<file path="src/rtl/mux3_rr_arbiter.sv">
// Round-robin owner selection for a shared 3:1 mux; the grant is held until the owner's last beat or a watchdog release.
// One cycle grant latency from idle, back-to-back re-grant on the last beat; the owner sees sink ready, the others see 0.
module mux3_rr_arbiter #(
  parameter int unsigned timeout = 16
) (
  input  logic       CLK,
  input  logic       RESET,
  input  logic [2:0] IN_VALID,
  input  logic [2:0] IN_LAST,
  output logic [2:0] IN_READY,
  output logic       OUT_VALID,
  input  logic       OUT_READY,
  output logic [1:0] Select,
  output logic [2:0] Grant,
  output logic       Busy,
  output logic       Forced
);

  typedef enum logic {IDLE = 1'b0, GRANT = 1'b1} state_t;

  localparam logic [7:0] TIMEOUT_C = 8'(timeout);

  state_t     state_q, state_d;
  logic [1:0] sel_q, sel_d;
  logic [1:0] last_q, last_d;
  logic [2:0] grant_q, grant_d;
  logic [7:0] wd_q, wd_d;
  logic       forced_q, forced_d;

  logic       owner_vld;
  logic       owner_last;
  logic       xfer;
  logic [1:0] win;

  // Search order starts just after ptr and wraps, so ptr itself comes last.
  function automatic logic [1:0] rr_pick(input logic [2:0] req, input logic [1:0] ptr);
    logic [1:0] first;
    logic [1:0] second;
    first  = (ptr == 2'd2) ? 2'd0 : ptr + 2'd1;
    second = (first == 2'd2) ? 2'd0 : first + 2'd1;
    if (req[first])       return first;
    else if (req[second]) return second;
    else                  return ptr;
  endfunction

  function automatic logic [2:0] onehot(input logic [1:0] idx);
    return 3'b001 << idx;
  endfunction

  assign owner_vld  = |(IN_VALID & grant_q);
  assign owner_last = |(IN_LAST & grant_q);
  assign xfer       = owner_vld & OUT_READY;

  assign OUT_VALID = owner_vld;
  assign IN_READY  = grant_q & {3{OUT_READY}};
  assign Select    = sel_q;
  assign Grant     = grant_q;
  assign Busy      = (state_q == GRANT);
  assign Forced    = forced_q;

  always_comb begin
    state_d  = state_q;
    sel_d    = sel_q;
    last_d   = last_q;
    grant_d  = grant_q;
    wd_d     = wd_q;
    forced_d = 1'b0;
    win      = rr_pick(IN_VALID, last_q);
    case (state_q)
      IDLE: begin
        if (|IN_VALID) begin
          state_d = GRANT;
          grant_d = onehot(win);
          sel_d   = win;
          last_d  = win;
          wd_d    = 8'd0;
        end
      end
      GRANT: begin
        // last_q already points at the owner, so the owner ranks lowest here.
        if (xfer && owner_last) begin
          wd_d = 8'd0;
          if (|IN_VALID) begin
            grant_d = onehot(win);
            sel_d   = win;
            last_d  = win;
          end else begin
            state_d = IDLE;
            grant_d = 3'b000;
          end
        end else if (owner_vld) begin
          wd_d = 8'd0;
        end else if ((timeout != 0) && (wd_q == TIMEOUT_C - 8'd1)) begin
          state_d  = IDLE;
          grant_d  = 3'b000;
          wd_d     = 8'd0;
          forced_d = 1'b1;
          last_d   = sel_q;
        end else if (wd_q != 8'hFF) begin
          wd_d = wd_q + 8'd1;
        end
      end
      default: begin
        state_d = IDLE;
        grant_d = 3'b000;
      end
    endcase
  end

  always_ff @(posedge CLK or posedge RESET) begin
    if (RESET) begin
      state_q  <= IDLE;
      sel_q    <= 2'd0;
      last_q   <= 2'd2;
      grant_q  <= 3'b000;
      wd_q     <= 8'd0;
      forced_q <= 1'b0;
    end else begin
      state_q  <= state_d;
      sel_q    <= sel_d;
      last_q   <= last_d;
      grant_q  <= grant_d;
      wd_q     <= wd_d;
      forced_q <= forced_d;
    end
  end

endmodule

</file>
<file path="config.mk">
export PLATFORM = sky130hd
export DESIGN_NAME = mux3_rr_arbiter
export DESIGN_NICKNAME = d
export VERILOG_FILES = /design/src/rtl/mux3_rr_arbiter.sv
export SDC_FILE = /design/constraint.sdc
export NUM_CORES = 1
export LEC_CHECK = 0
export CELL_PAD_IN_SITES_DETAIL_PLACEMENT = 2
export CELL_PAD_IN_SITES_GLOBAL_PLACEMENT = 2
export CORE_MARGIN = 8
export CORE_UTILIZATION = 30
export DETAILED_ROUTE_END_ITERATION = 6
export PLACE_DENSITY = 0.87
export SYNTH_ARGS = -nofsm -noshare
export SYNTH_HDL_FRONTEND = slang
export SYNTH_SLANG_ARGS = --single-unit
</file>
<file path="constraint.sdc">
create_clock -name CLK -period 2.33 [get_ports CLK]
set_input_delay 0.3495 -clock CLK [delete_from_list [all_inputs] [get_ports CLK]]
set_output_delay 0.3495 -clock CLK [all_outputs]
set_load 0.1 [all_outputs]
</file>
Word-level counts from Yosys, hierarchy flattened
Cells that the tools add are included.
{"block": "op_classes", "n_bitwise": 5, "eq_ne": 9, "n_shift": 1, "reduce_logical": 7, "muxes": 37, "add_sub_neg": 3, "order_cmp": 2}
{"cell": "8-bit two-way mux", "n": 5}
{"cell": "2-bit two-way mux", "n": 10}
{"cell": "8-bit one-hot mux with 2 select lines", "n": 1}
{"cell": "3-bit two-way mux", "n": 5}
{"cell": "1-bit two-way mux", "n": 10}
{"cell": "3-bit bitwise AND", "n": 3}
{"cell": "3-bit OR reduction", "n": 3}
{"cell": "8-bit by 1-bit adder with 8-bit output, second input constant", "n": 1}
{"cell": "8-bit by 4-bit equality test with 1-bit output, second input constant", "n": 1}
{"cell": "8-bit inequality test, second input constant", "n": 1}
{"cell": "2-bit one-hot mux with 2 select lines", "n": 2}
{"cell": "2-bit by 3-bit < comparator with 1-bit output, second input constant", "n": 2}
{"cell": "3-bit one-hot mux with 2 select lines", "n": 1}
{"cell": "5-bit by 1-bit inequality test with 1-bit output, second input constant", "n": 1}
{"cell": "2-bit by 1-bit adder with 2-bit output, second input constant", "n": 2}
{"cell": "1-bit binary-select mux with 2-bit select", "n": 2}
{"cell": "2-bit equality test, second input constant", "n": 2}
{"cell": "2-bit AND reduction", "n": 2}
{"cell": "3-bit by 1-bit inequality test with 1-bit output, second input constant", "n": 1}
{"cell": "3-bit by 2-bit inequality test with 1-bit output, second input constant", "n": 1}
{"cell": "3-bit AND reduction", "n": 1}
{"cell": "1-bit by 2-bit << shifter with 3-bit output, first input constant", "n": 1}
{"cell": "2-bit by 1-bit inequality test with 1-bit output, second input constant", "n": 1}
{"cell": "2-bit inequality test, second input constant", "n": 1}
{"cell": "4 further kinds", "n": 4}
{"block": "totals", "wordCells": 70, "output_inout_bits": 11, "in_bits": 9, "register_bits": 17}

Longest topological paths before layout
Gate-level depths: netlist (run 1).
{"block": "depth", "ltp_word": 12, "ltp_mapped": 5, "depth_no_buf": 5}

Least setup slack after synthesis (run 1)
No wires, ideal clock.
{"block": "synth_timing", "kind": "register to register", "startpoint": "reg grant_q[0], in the netlist Grant[0]", "endpoint": "reg wd_q[0]", "synth_period_minus_slack_ns": 2.511, "arrival_ns": 2.384, "required_ns": 2.203, "slack_ns": -0.181, "path_buffers": 1, "stages_incl_launch_ff": 6, "path_cell_list": "dfrtp_1 a222oi_1 and2_1 buf_4 a31oi_2 mux2_1"}
{"block": "synth_via", "elab_chain_cells": 6, "word_cells_on_any_way": 11, "classes_between": "1 x eq/ne; 3 x mux; 3 x bitwise; 4 x reduce/logical"}
{"element": "start, declared", "line_no": "26", "rtl": "logic [2:0] grant_q, grant_d;"}
{"element": "start signal, assigned", "line_no": "122", "rtl": "grant_q <= grant_d;"}
{"element": "3-bit bitwise AND", "line_no": "50", "rtl": "assign owner_vld = |(IN_VALID & grant_q);"}
{"element": "3-bit OR reduction", "line_no": "50"}
{"element": "1-bit bitwise AND", "line_no": "52", "rtl": "assign xfer = owner_vld & OUT_READY;"}
{"element": "1-bit logical AND", "line_no": "81", "rtl": "if (xfer && owner_last) begin"}
{"element": "5-bit by 1-bit inequality test with 1-bit output (no source line) / 8-bit two-way mux (equally long branches)"}
{"element": "2-bit AND reduction (no source line) / 8-bit one-hot mux with 2 select lines (equally long branches)"}
{"element": "end signal, assigned", "line_no": "123", "rtl": "wd_q <= wd_d;"}
{"element": "end, declared", "line_no": "27", "rtl": "logic [7:0] wd_q, wd_d;"}
Parallel ways exist; a longest one is shown, timed or not.
A chain may end at the register's enable or synchronous reset.

Worst setup path after layout (run 1)
{"block": "layout_timing", "startpoint": "reg wd_q[0]", "endpoint": "reg wd_q[0]"}
{"block": "layout_via", "elab_chain_cells": 6, "word_cells_on_any_way": 10, "classes_between": "1 x add/sub; 3 x eq/ne; 5 x mux; 1 x reduce/logical"}
{"element": "8-bit by 1-bit adder with 8-bit output", "line_no": "100", "rtl": "wd_d = wd_q + 8'd1;"}
{"element": "8-bit two-way mux", "line_no": "99", "rtl": "end else if (wd_q != 8'hFF) begin"}
{"element": "8-bit two-way mux", "line_no": "93", "rtl": "end else if ((timeout != 0) && (wd_q == TIMEOUT_C - 8'd1)) begin"}
{"element": "8-bit two-way mux", "line_no": "91", "rtl": "end else if (owner_vld) begin"}
{"element": "8-bit two-way mux", "line_no": "81"}
{"element": "8-bit one-hot mux with 2 select lines", "line_no": "69", "rtl": "case (state_q)"}
Parallel ways exist; a longest one is shown, timed or not. The select of a mux whose other input is x is not followed.

==> results of run 1 <==
## synth_stat cells (2+ instances only)
| cell type | instances |
|---|---|
| a211oi_1 | 2 |
| a21oi_1 | 4 |
| a222oi_1 | 2 |
| a22o_1 | 2 |
| a31oi_1 | 4 |
| a41oi_1 | 2 |
| and2_1 | 5 |
| dfrtp_1 | 16 |
| inv_1 | 8 |
| nand2_1 | 6 |
| nand2b_1 | 2 |
| nand3_1 | 4 |
| nand4_1 | 2 |
| nor2_1 | 7 |
| nor2b_1 | 2 |
| nor3_1 | 3 |
| o21ai_0 | 2 |
| o22ai_1 | 2 |
| o31ai_1 | 2 |
| or2_2 | 2 |
| or3_1 | 2 |
## power breakdown
| group | switching [mW] | total [mW] | leakage (nW) | internal (mW) |
|---|---|---|---|---|
| Clock | 0.102 | 0.169 | 0.0150 | 0.0668 |
| Sequential | 0.135 | 0.541 | 0.208 | 0.406 |
| Combinational | 0.721 | 1.07 | 0.352 | 0.352 |
| Total | 0.959 | 1.78 | 0.575 | 0.825 |
## cell usage in the layout (no fill, tap or decap), types with 2 or more instances in the layout
cell type / synthesis / layout
inv_1: 8 / 8
nor2b_1: 2 / 2
clkbuf_4: 0 / 3
or2_2: 2 / 2
buf_12: 0 / 4
clkdlybuf4s50_1: 0 / 8
nand2b_1: 2 / 2
dfrtp_2: 0 / 3
a41oi_1: 2 / 2
a21oi_1: 4 / 4
a211oi_1: 2 / 2
o22ai_1: 2 / 2
dfrtp_1: 16 / 13
buf_4: 1 / 14
nand4_1: 2 / 2
and2_1: 5 / 5
nor2_1: 7 / 7
o21ai_0: 2 / 2
o31ai_1: 2 / 2
nor3_1: 3 / 3
nand2_1: 6 / 6
or3_1: 2 / 2
a222oi_1: 2 / 2
nand3_1: 4 / 4
a22o_1: 2 / 2
a31oi_1: 4 / 4
## critical path: stages (launching register included)
cell,delay [ns]
dfrtp_1,0.44
ha_1,0.28
nand3_1,0.21
o311a_2,0.49
nor2b_1,0.15
mux2_1,0.30
## state kept, by name, summed over array words and instances (netlist names)
register and flops:
Busy 1, Forced 1, Grant 3, Select 2
last_q 2, wd_q 8
## layer usage
metal	wire (um)	GRT usage
met4	86	0.07556
met2	1542	0.2326
met1	1359	0.1472
met5	0	0
met3	144	0.02473
## worst max-delay path by stage
stage | to | startpoint | slack, ns
final | wd_q[0] | wd_q[0] | 0.34
after global routing | wd_q[0] | wd_q[0] | 0.25
after CTS | wd_q[0] | wd_q[0] | 0.33
after detailed placement | wd_q[0] | IN_VALID[0] | 0.09
after global placement | wd_q[5] | IN_VALID[0] | 0.15
after floorplan | wd_q[0] | Grant[0] | 0.11
## stage by stage
stage / cells / util
final: 174 / 0.4283
after global routing: 174 / 0.4283
after CTS: 174 / 0.4283
after detailed placement: 170 / 0.4197
after global placement: 170 / 0.4197
after floorplan: 102 / -
## final cells by class
class,instances,area (um^2),share of cell area
Multi-Input combinational cell,75,500.5,0.3828
Timing Repair Buffer,26,265.3,0.2029
Sequential cell,17,430.4,0.3292
Clock buffer,4,26.28,0.02010
Tap cell,44,55.05,0.04211
Inverter,8,30.03,0.02297
## logic make-up (layout without fill, tap and decap cells)
kind of cell | count (synthesis) | after routing | synth area share
multiplexers | 3 | 3 | 0.03359
flip-flops | 17 | 17 | 0.4406
buffers and inverters | 10 | 38 | 0.04264
AND/OR/NAND/NOR | 41 | 41 | 0.2326
AO/OA/AOI/OAI | 30 | 30 | 0.2377
adder cells (fa/ha/maj) | 1 | 1 | 0.01292
==> results by group, run 1 <==
Power and ir drop
  – Static Leak: 0.5749 nW
  – Power, Total: 1.784 mW
  – VDD IR-drop max: 461.3 uV
  – Cell area power density: 1364 nW/um^2

Timing
  – Worst setup margin: 0.3382 ns
  – Hold WS: 0.4342 ns
  – FMAX: 502.0 MHz
  – Fin crit share: 0.8549
  – Final min period: 1.992 ns
  – Max-slew violation count: 0
  – RSZ-0062 raised after global routing: false
  – Fin Clk Skew: 0.004666 ns
  – Actual slew at the worst max-slew pin: 0.6779 ns
  – # setup viols final: 0
  – Slew HR: 0.5476
  – Final hold vios: 0
  – Setup TNS: 0 ns

Drt
  – Wire per inst: 18.01 um
  – Starting DRT DRC Count: 33
  – DR vias/cell: 5.420
  – Post-Route WL: 3133 um
  – Routed Antenna Nets: 0
  – Drc violations: 0
  – Via count: 943
  – DRT Pass-1 Iters: 4

Worst setup path
  – Worst R2R Start: wd_q[0]
  – Reg2Reg Setup Slack: 0.34 ns
  – Crit end category: flop
  – FF-to-FF End: wd_q[0]
  – CP Data Arrival Time: 2.18 ns
  – CP Max Fanout: 7
  – CP required: 2.52 ns
  – Crit path kind: reg -> reg
  – Startpoint types: flop
  – Path depth of the worst reg2reg path: 5

GRT
  – Vias in the first global route: 1096
  – Largest net degree at the start of global routing: 18
  – Global-route wire length before repair: 5520 um
  – GRT Total Usage: 0.1333
  – Grt ovf: 0
  – Antenna violations before repair: 0

Clock tree
  – Setup bufs post-CTS: 0
  – Htree depth: 1
  – Root Buffer: clkbuf_4
  – Hold_buf cts: 0
  – Clock slew at reported path FFs: 0.11 ns
  – Clock sink count: 17
  – Max Root-Sink Buffers: 2
  – Resize count post-CTS: 0
  – Clock tree from TritonCTS: built
  – Clk Latency, worst-skew pair: 0.30 ns
  – Num CTS Buffers: 3

Floorplan
  – Die X: 72.82 um
  – I/O Pins: 20
  – Die Area: 5302 um^2
  – Core area: 3053 um^2
  – Initial core utilization: 0.3172
  – # rows: 20
  – Die height: 72.82 um

Layout
  – Layout Nets: 141
  – Design area: 1308 um^2
  – Share of layout cells above drive strength 1: 0.2462
  – Syn-to-layout area delta: 35.01%
  – Ant diodes: 0
  – Fill count: 348

Placement
  – Pre-CTS setup slack: 0.09171 ns
  – Placed cell areas: 1281 um^2
  – DP HPWL: 2497 um
  – GP Congestion: 0.8028
  – Port bufs: 19

Synthesis
  – Ys Warns: 0
  – Syn Std Cell Area: 968.4 um^2
  – Cell variety after synth: 42
  – Cells after Synth: 102
  – Synth top area share: 0.4134
  – Main area contributors after synthesis: dfrtp_1 41%, and2_1 3.2%, inv_1 3.1%, dfstp_2 2.7%, nor2_1 2.7%
  – Seq/Total Area, Yosys: 0.4406
  – Area leader, netlist: dfrtp_1
  – Ys flop type: dfrtp_1
  – EDFF count, synth: 0
  – Async S/R FF share, synth: 1.000
  – Syn Area/Cell: 9.494 um^2
  – Syn Nets: 112
  – FF+latch count, synth: 17

Run status
  – Run status: complete, no violations

Run
  – Max cap viols: 0

Hold path
  – Hold Crit Class: in -> async
Note: power is estimated with default switching activity, not from simulation.
==> run 2: changes to the inputs <==
- SETUP_SLACK_MARGIN: not set -> 0.3
==> run 2 against run 1 <==
- clock skew is 0.0021 ns higher
- hold slack better by 0.015 ns
- cell count is 1.1% lower
- combinational power hardly changed
- largest power group unchanged
==> results by group, run 2 (same netlist as run 1, synthesis figures left out) <==
GRT
  – GRT Total Usage: 0.1400 (+0.006644)
  – Global-route wire length before repair: 5754 um (+4.2%)
  – Largest net degree at the start of global routing: 18 (unchanged)
  – Grt ovf: 0 (unchanged)
  – Antenna violations before repair: 0 (unchanged)
  – Vias in the first global route: 1083 (-1.2%)

Drt
  – Top Metal Used: met4
  – Post-Route WL: 3402 um (+8.6%)
  – Met3 wire len: 131 um (-9.0%)
  – Via count: 929 (-1.5%)
  – Starting DRT DRC Count: 25 (-24%)
  – Met1 WL: 1367 um (+0.59%)
  – DR vias/cell: 5.401 (-0.34%)
  – Routed Antenna Nets: 0 (unchanged)
  – Drc violations: 0 (unchanged)
  – Wire per inst: 19.78 um (+9.8%)
  – DRT Pass-1 Iters: 4 (unchanged)
  – Routed met2 length: 1832 um (+19%)

Placement
  – Port bufs: 19 (unchanged)
  – GP Congestion: 0.8555 (+6.6%)
  – DP HPWL: 2665 um (+6.7%)

Timing
  – Actual slew at the worst max-slew pin: 0.6939 ns (+0.01602 ns)
  – Hold WS: 0.4493 ns (+0.01511 ns)
  – # setup viols final: 0 (unchanged)
  – Slew HR: 0.5369 (-0.01069)
  – Max-slew violation count: 0 (unchanged)
  – Setup TNS: 0 ns (unchanged)
  – Final min period: 1.963 ns (-0.02910 ns)
  – RSZ-0062 raised after global routing: true
  – FMAX: 509.5 MHz (+1.5%)
  – Fin crit share: 0.8424 (-0.01249)
  – Fin Clk Skew: 0.006780 ns (+0.002115 ns)
  – Final hold vios: 0 (unchanged)

Floorplan
  – # rows: 20 (unchanged)
  – Die Area: 5302 um^2 (unchanged)
  – Core area: 3053 um^2 (unchanged)
  – Die height: 72.82 um (unchanged)
  – Initial core utilization: 0.3172 (unchanged)
  – I/O Pins: 20 (unchanged)
  – Die X: 72.82 um (unchanged)

Hold path
  – Hold Crit Class: in -> async

Power and ir drop
  – Static Leak: 0.5682 nW (-1.2%)
  – Cell area power density: 1387 nW/um^2 (+1.7%)
  – VDD IR-drop max: 466.0 uV (+1.0%)

Worst setup path
  – CP required: 1.98 ns (-0.54 ns)
  – Startpoint types: flop
  – Crit end category: output pin
  – Crit path kind: reg -> out
  – CP Max Fanout: 6 (-1)
  – CP Data Arrival Time: 1.61 ns (-0.57 ns)

Clock tree
  – Max Root-Sink Buffers: 2 (unchanged)
  – Clk Latency, worst-skew pair: 0.30 ns (about the same)
  – Htree depth: 1 (unchanged)
  – Clock slew at reported path FFs: 0.11 ns (about the same)
  – Hold_buf cts: 0 (unchanged)
  – Clock sink count: 17 (unchanged)
  – Num CTS Buffers: 3 (unchanged)
  – Root Buffer: clkbuf_4
  – Clock tree from TritonCTS: built

Layout
  – Max reg flops: 8 (unchanged)
  – Most common cell after layout, fill and taps aside: dfrtp_1
  – Layout Nets: 139 (-1.4%)
  – Fin util: 0.4291 (+0.0008190)
  – Fill count: 355 (+2.0%)
  – Top reg by flops: wd_q
  – Ant diodes: 0 (unchanged)
  – Share of layout cells above drive strength 1: 0.2500 (+0.003846)
  – Commonest non-fill, non-tap cells in the layout: 13 x dfrtp_1, 12 x buf_4, 8 x inv_1, 7 x nor2_1, 7 x clkdlybuf4s50_1
  – Syn-to-layout area delta: 35.27%

Run status
  – Run status: complete, no violations

Run
  – Max cap viols: 0 (unchanged)
## run 2: cell types whose count changed in the layout (fill, tap and decap cells not counted), sizes merged
| cell | delta |
|---|---|
| buf | -2 |
| clkdlybuf4s50 | -1 |
| dlygate4sd2 | +1 |
## run 2: report_power, final
part | total [mW] | switching, mW | leakage (nW) | internal (mW)
Clock | 0.169 | 0.102 | 0.0150 | 0.0666
Sequential | 0.550 | 0.141 | 0.208 | 0.410
Combinational | 1.10 | 0.739 | 0.345 | 0.359
Total | 1.82 | 0.982 | 0.568 | 0.835
## run 2: area by class of cell
type                            count  area (um^2)  area share
Inverter                            8        30.03     0.02292
Clock buffer                        4        26.28     0.02006
Timing Repair Buffer               24        249.0      0.1901
Tap cell                           44        55.05     0.04202
Sequential cell                    17        432.9      0.3305
Multi-Input combinational cell     75        516.7      0.3945
## run 2: per-layer routing
metal  vias to the layer above  GRT usage
li1                        435          -
met1                       468     0.1411
met2                        20     0.2654
met3                         6    0.02885
met4                         0    0.06444
met5                         -          0
## run 2: worst max-delay path, stage by stage, from the launching register on
cell	delay, ns
dfrtp_4	0.52
a222oi_1	0.34
buf_4	0.22
inv_1	0.07
buf_12	0.16
## run 2: what timing repair did
item                       in CTS  in global routing
gates resized for setup         1                  2
setup endpoints to repair       1                  4
pin swaps                       1                  0
setup buffers                   1                  0
## run 2: path summary, 6_finish.rpt
kind	start	slack [ns]	cells past startpoint	endpoint
setup / recovery	Grant[0]	0.37	4	OUT_VALID
hold / removal	RESET	0.45	2	wd_q[7]
setup reg to reg	Grant[0]	0.39	5	wd_q[5]
hold reg to reg	Select[1]	0.56	1	Select[1]
max in group asynchronous	RESET	1.38	2	Grant[0]
min in group CLK	Select[1]	0.56	1	Select[1]
## run 2: per-stage QoR
step / area, um^2 / std cells / setup WS, ns / total power, mW
CTS: 1303 / 172 / 0.3573 / 1.824
global route: 1310 / 172 / 0.2823 / 1.929
detailed placement: 1270 / 167 / 0.01178 / 1.642
finish: 1310 / 172 / 0.3672 / 1.817
floorplan: 983.4 / 102 / 0.1303 / 1.293
global placement: 1270 / 167 / 0.1200 / 1.589
==> run 3: changes to the inputs <==
- clock period: 2.33 -> 1.95 ns (I/O delays scaled with it)
==> run 3 against run 2 <==
- clock power up 21%
- wire length rose by 16%
- sequential cell count did not move
- combinational power is 42% higher
- cell count up 12%
- clock skew down 0.0032 ns
==> results by group, run 3 (same netlist as run 1, synthesis figures left out) <==
Run status
  – Run status: complete, no violations

Placement
  – Pre-CTS setup slack: -0.1626 ns (-0.1744 ns)
  – DP HPWL: 2757 um (+3.4%)
  – Port bufs: 19 (unchanged)
  – GP Congestion: 0.8517 (-0.44%)
  – Placed insts: 181 (+8.4%)

Timing
  – # setup viols final: 0 (unchanged)
  – Worst setup margin: 0.09964 ns (-0.2676 ns)
  – Actual slew at the worst max-slew pin: 0.4958 ns (-0.1982 ns)
  – Fin crit share: 0.9489
  – Final hold vios: 0 (unchanged)
  – Max-slew violation count: 0 (unchanged)
  – RSZ-0062 raised after global routing: true
  – Setup TNS: 0 ns (unchanged)
  – Slew HR: 0.6667 (+0.1298)
  – Final min period: 1.850 ns
  – Fin Clk Skew: 0.003629 ns (-0.003152 ns)
  – FMAX: 540.4 MHz

Drt
  – Post-Route WL: 3935 um (+16%)
  – Routed Antenna Nets: 0 (unchanged)
  – Wire per inst: 20.49 um (+3.6%)
  – Starting DRT DRC Count: 37 (+48%)
  – Via count: 1024 (+10%)
  – DR vias/cell: 5.333 (-1.3%)
  – Drc violations: 0 (unchanged)
  – DRT Pass-1 Iters: 4 (unchanged)

Layout
  – Layout Nets: 159 (+14%)
  – Multi-input gate area: 588.1 um^2 (+14%)
  – Syn-to-layout area delta: 59.17%
  – Commonest non-fill, non-tap cells in the layout: 30 x buf_4, 12 x dfrtp_1, 8 x clkdlybuf4s50_1, 7 x inv_1, 6 x nand2_1
  – Most common cell after layout, fill and taps aside: buf_4
  – Max reg flops: 8 (unchanged)
  – Share of layout cells above drive strength 1: 0.4730 (+0.2230)
  – Fill count: 324 (-8.7%)
  – Reg area: 434.2 um^2 (+0.29%)
  – Post-route insts no fill: 192 (+12%)
  – Ant diodes: 0 (unchanged)
  – Top reg by flops: wd_q

GRT
  – Grt ovf: 0 (unchanged)
  – Grt met1 use: 0.1578 (+0.01663)
  – Vias in the first global route: 1183 (+9.2%)
  – GRT busiest layer: met2
  – Largest net degree at the start of global routing: 10 (-8)
  – Global-route wire length before repair: 6230 um (+8.3%)
  – M2 GR Usage: 0.2823 (+0.01690)
  – GRT Total Usage: 0.1496 (+0.009598)
  – Antenna violations before repair: 0 (unchanged)
  – Met3 usage: 0.03709 (+0.008242)

Worst setup path
  – CP Data Arrival Time: 2.08 ns (+0.47 ns)
  – CP Max Fanout: 6 (unchanged)
  – Reg2Reg Setup Slack: 0.1 ns (-0.29 ns)
  – Critical-path cell list: a222oi_1 -> buf_4 -> o311a_2 -> or4b_4 -> o211ai_2
  – Slowest stage delay, CP: 0.51 ns (about the same)
  – WP depth: 5 (+1)
  – Path depth of the worst reg2reg path: 5 (unchanged)
  – Crit end category: flop
  – CP required: 2.18 ns (+0.20 ns)
  – Crit path kind: reg -> reg
  – Startpoint types: flop
  – CP max-delay cell: dfrtp_4
  – Crit path max-delay family: compound AO/OA/AOI/OAI gates
  – CP Buf/Inv Count: 1 (-2)

Clock tree
  – Clock tree from TritonCTS: built
  – Clk Latency, worst-skew pair: 0.30 ns (about the same)
  – Max Root-Sink Buffers: 2 (unchanged)
  – Clock sink count: 17 (unchanged)
  – Root Buffer: clkbuf_4
  – Htree depth: 1 (unchanged)
  – Clock slew at reported path FFs: 0.11 ns (about the same)
  – Num CTS Buffers: 3 (unchanged)

Power and ir drop
  – Static Leak: 0.6791 nW (+20%)
  – VDD IR-drop max: 515.0 uV (+11%)
  – Cell area power density: 1555 nW/um^2 (+12%)
  – Power, Total: 2.397 mW (+32%)

Floorplan
  – Initial core utilization: 0.3172 (unchanged)
  – Core area: 3053 um^2 (unchanged)
  – Die Area: 5302 um^2 (unchanged)
  – # rows: 20 (unchanged)
  – I/O Pins: 20 (unchanged)
  – Die X: 72.82 um (unchanged)
  – Die height: 72.82 um (unchanged)

Run
  – Max cap viols: 0 (unchanged)

Hold path
  – Hold Crit Class: in -> async
-- run 3: cell count changes in the layout (fill, tap and decap cells not counted), sizes merged --
cell | before | now
buf | 16 | 36
clkdlybuf4s50 | 7 | 8
dlygate4sd2 | 1 | 0
-- run 3: timing repair --
item	in CTS	in global routing
hold buffers	0	0
setup endpoints to repair	16	17
resized for setup	10	7
setup buffers	4	3
pin swaps	5	3
-- run 3: metrics by stage --
step                      instance area [um^2]  utilization  hold slack [ns]
final                                     1541       0.5049           0.2536
after global routing                      1541       0.5049           0.2706
after CTS                                 1491       0.4885           0.2615
after detailed placement                  1393       0.4561           0.5189
after global placement                    1393       0.4561           0.5113
after floorplan                           1005            -           0.2177
-- run 3: report_power, final --
group / internal [mW] / switching (mW)
Clock: 0.0797 / 0.124
Sequential: 0.489 / 0.145
Combinational: 0.582 / 0.977
Total: 1.15 / 1.25
-- run 3: worst paths after layout --
kind	start	endpoint
setup / recovery	Grant[0]	wd_q[5]
hold / removal	RESET	Select[1]
setup reg to reg	Grant[0]	wd_q[5]
hold reg to reg	Select[1]	Select[1]
max in group asynchronous	RESET	wd_q[0]
min in group CLK	Select[1]	Select[1]
-- run 3: layout make-up --
cell class	instances	area share
clock buffer	4	0.01705
inverter	8	0.01948
multi-input combinational	75	0.3815
timing repair buffer	44	0.2646
tap	44	0.03571
sequential	17	0.2817
-- run 3: routing by layer --
layer	wire [um]	up-vias
met2	2119	22
met3	168	7
li1	-	477
met1	1590	518
met5	0	-
met4	57	0
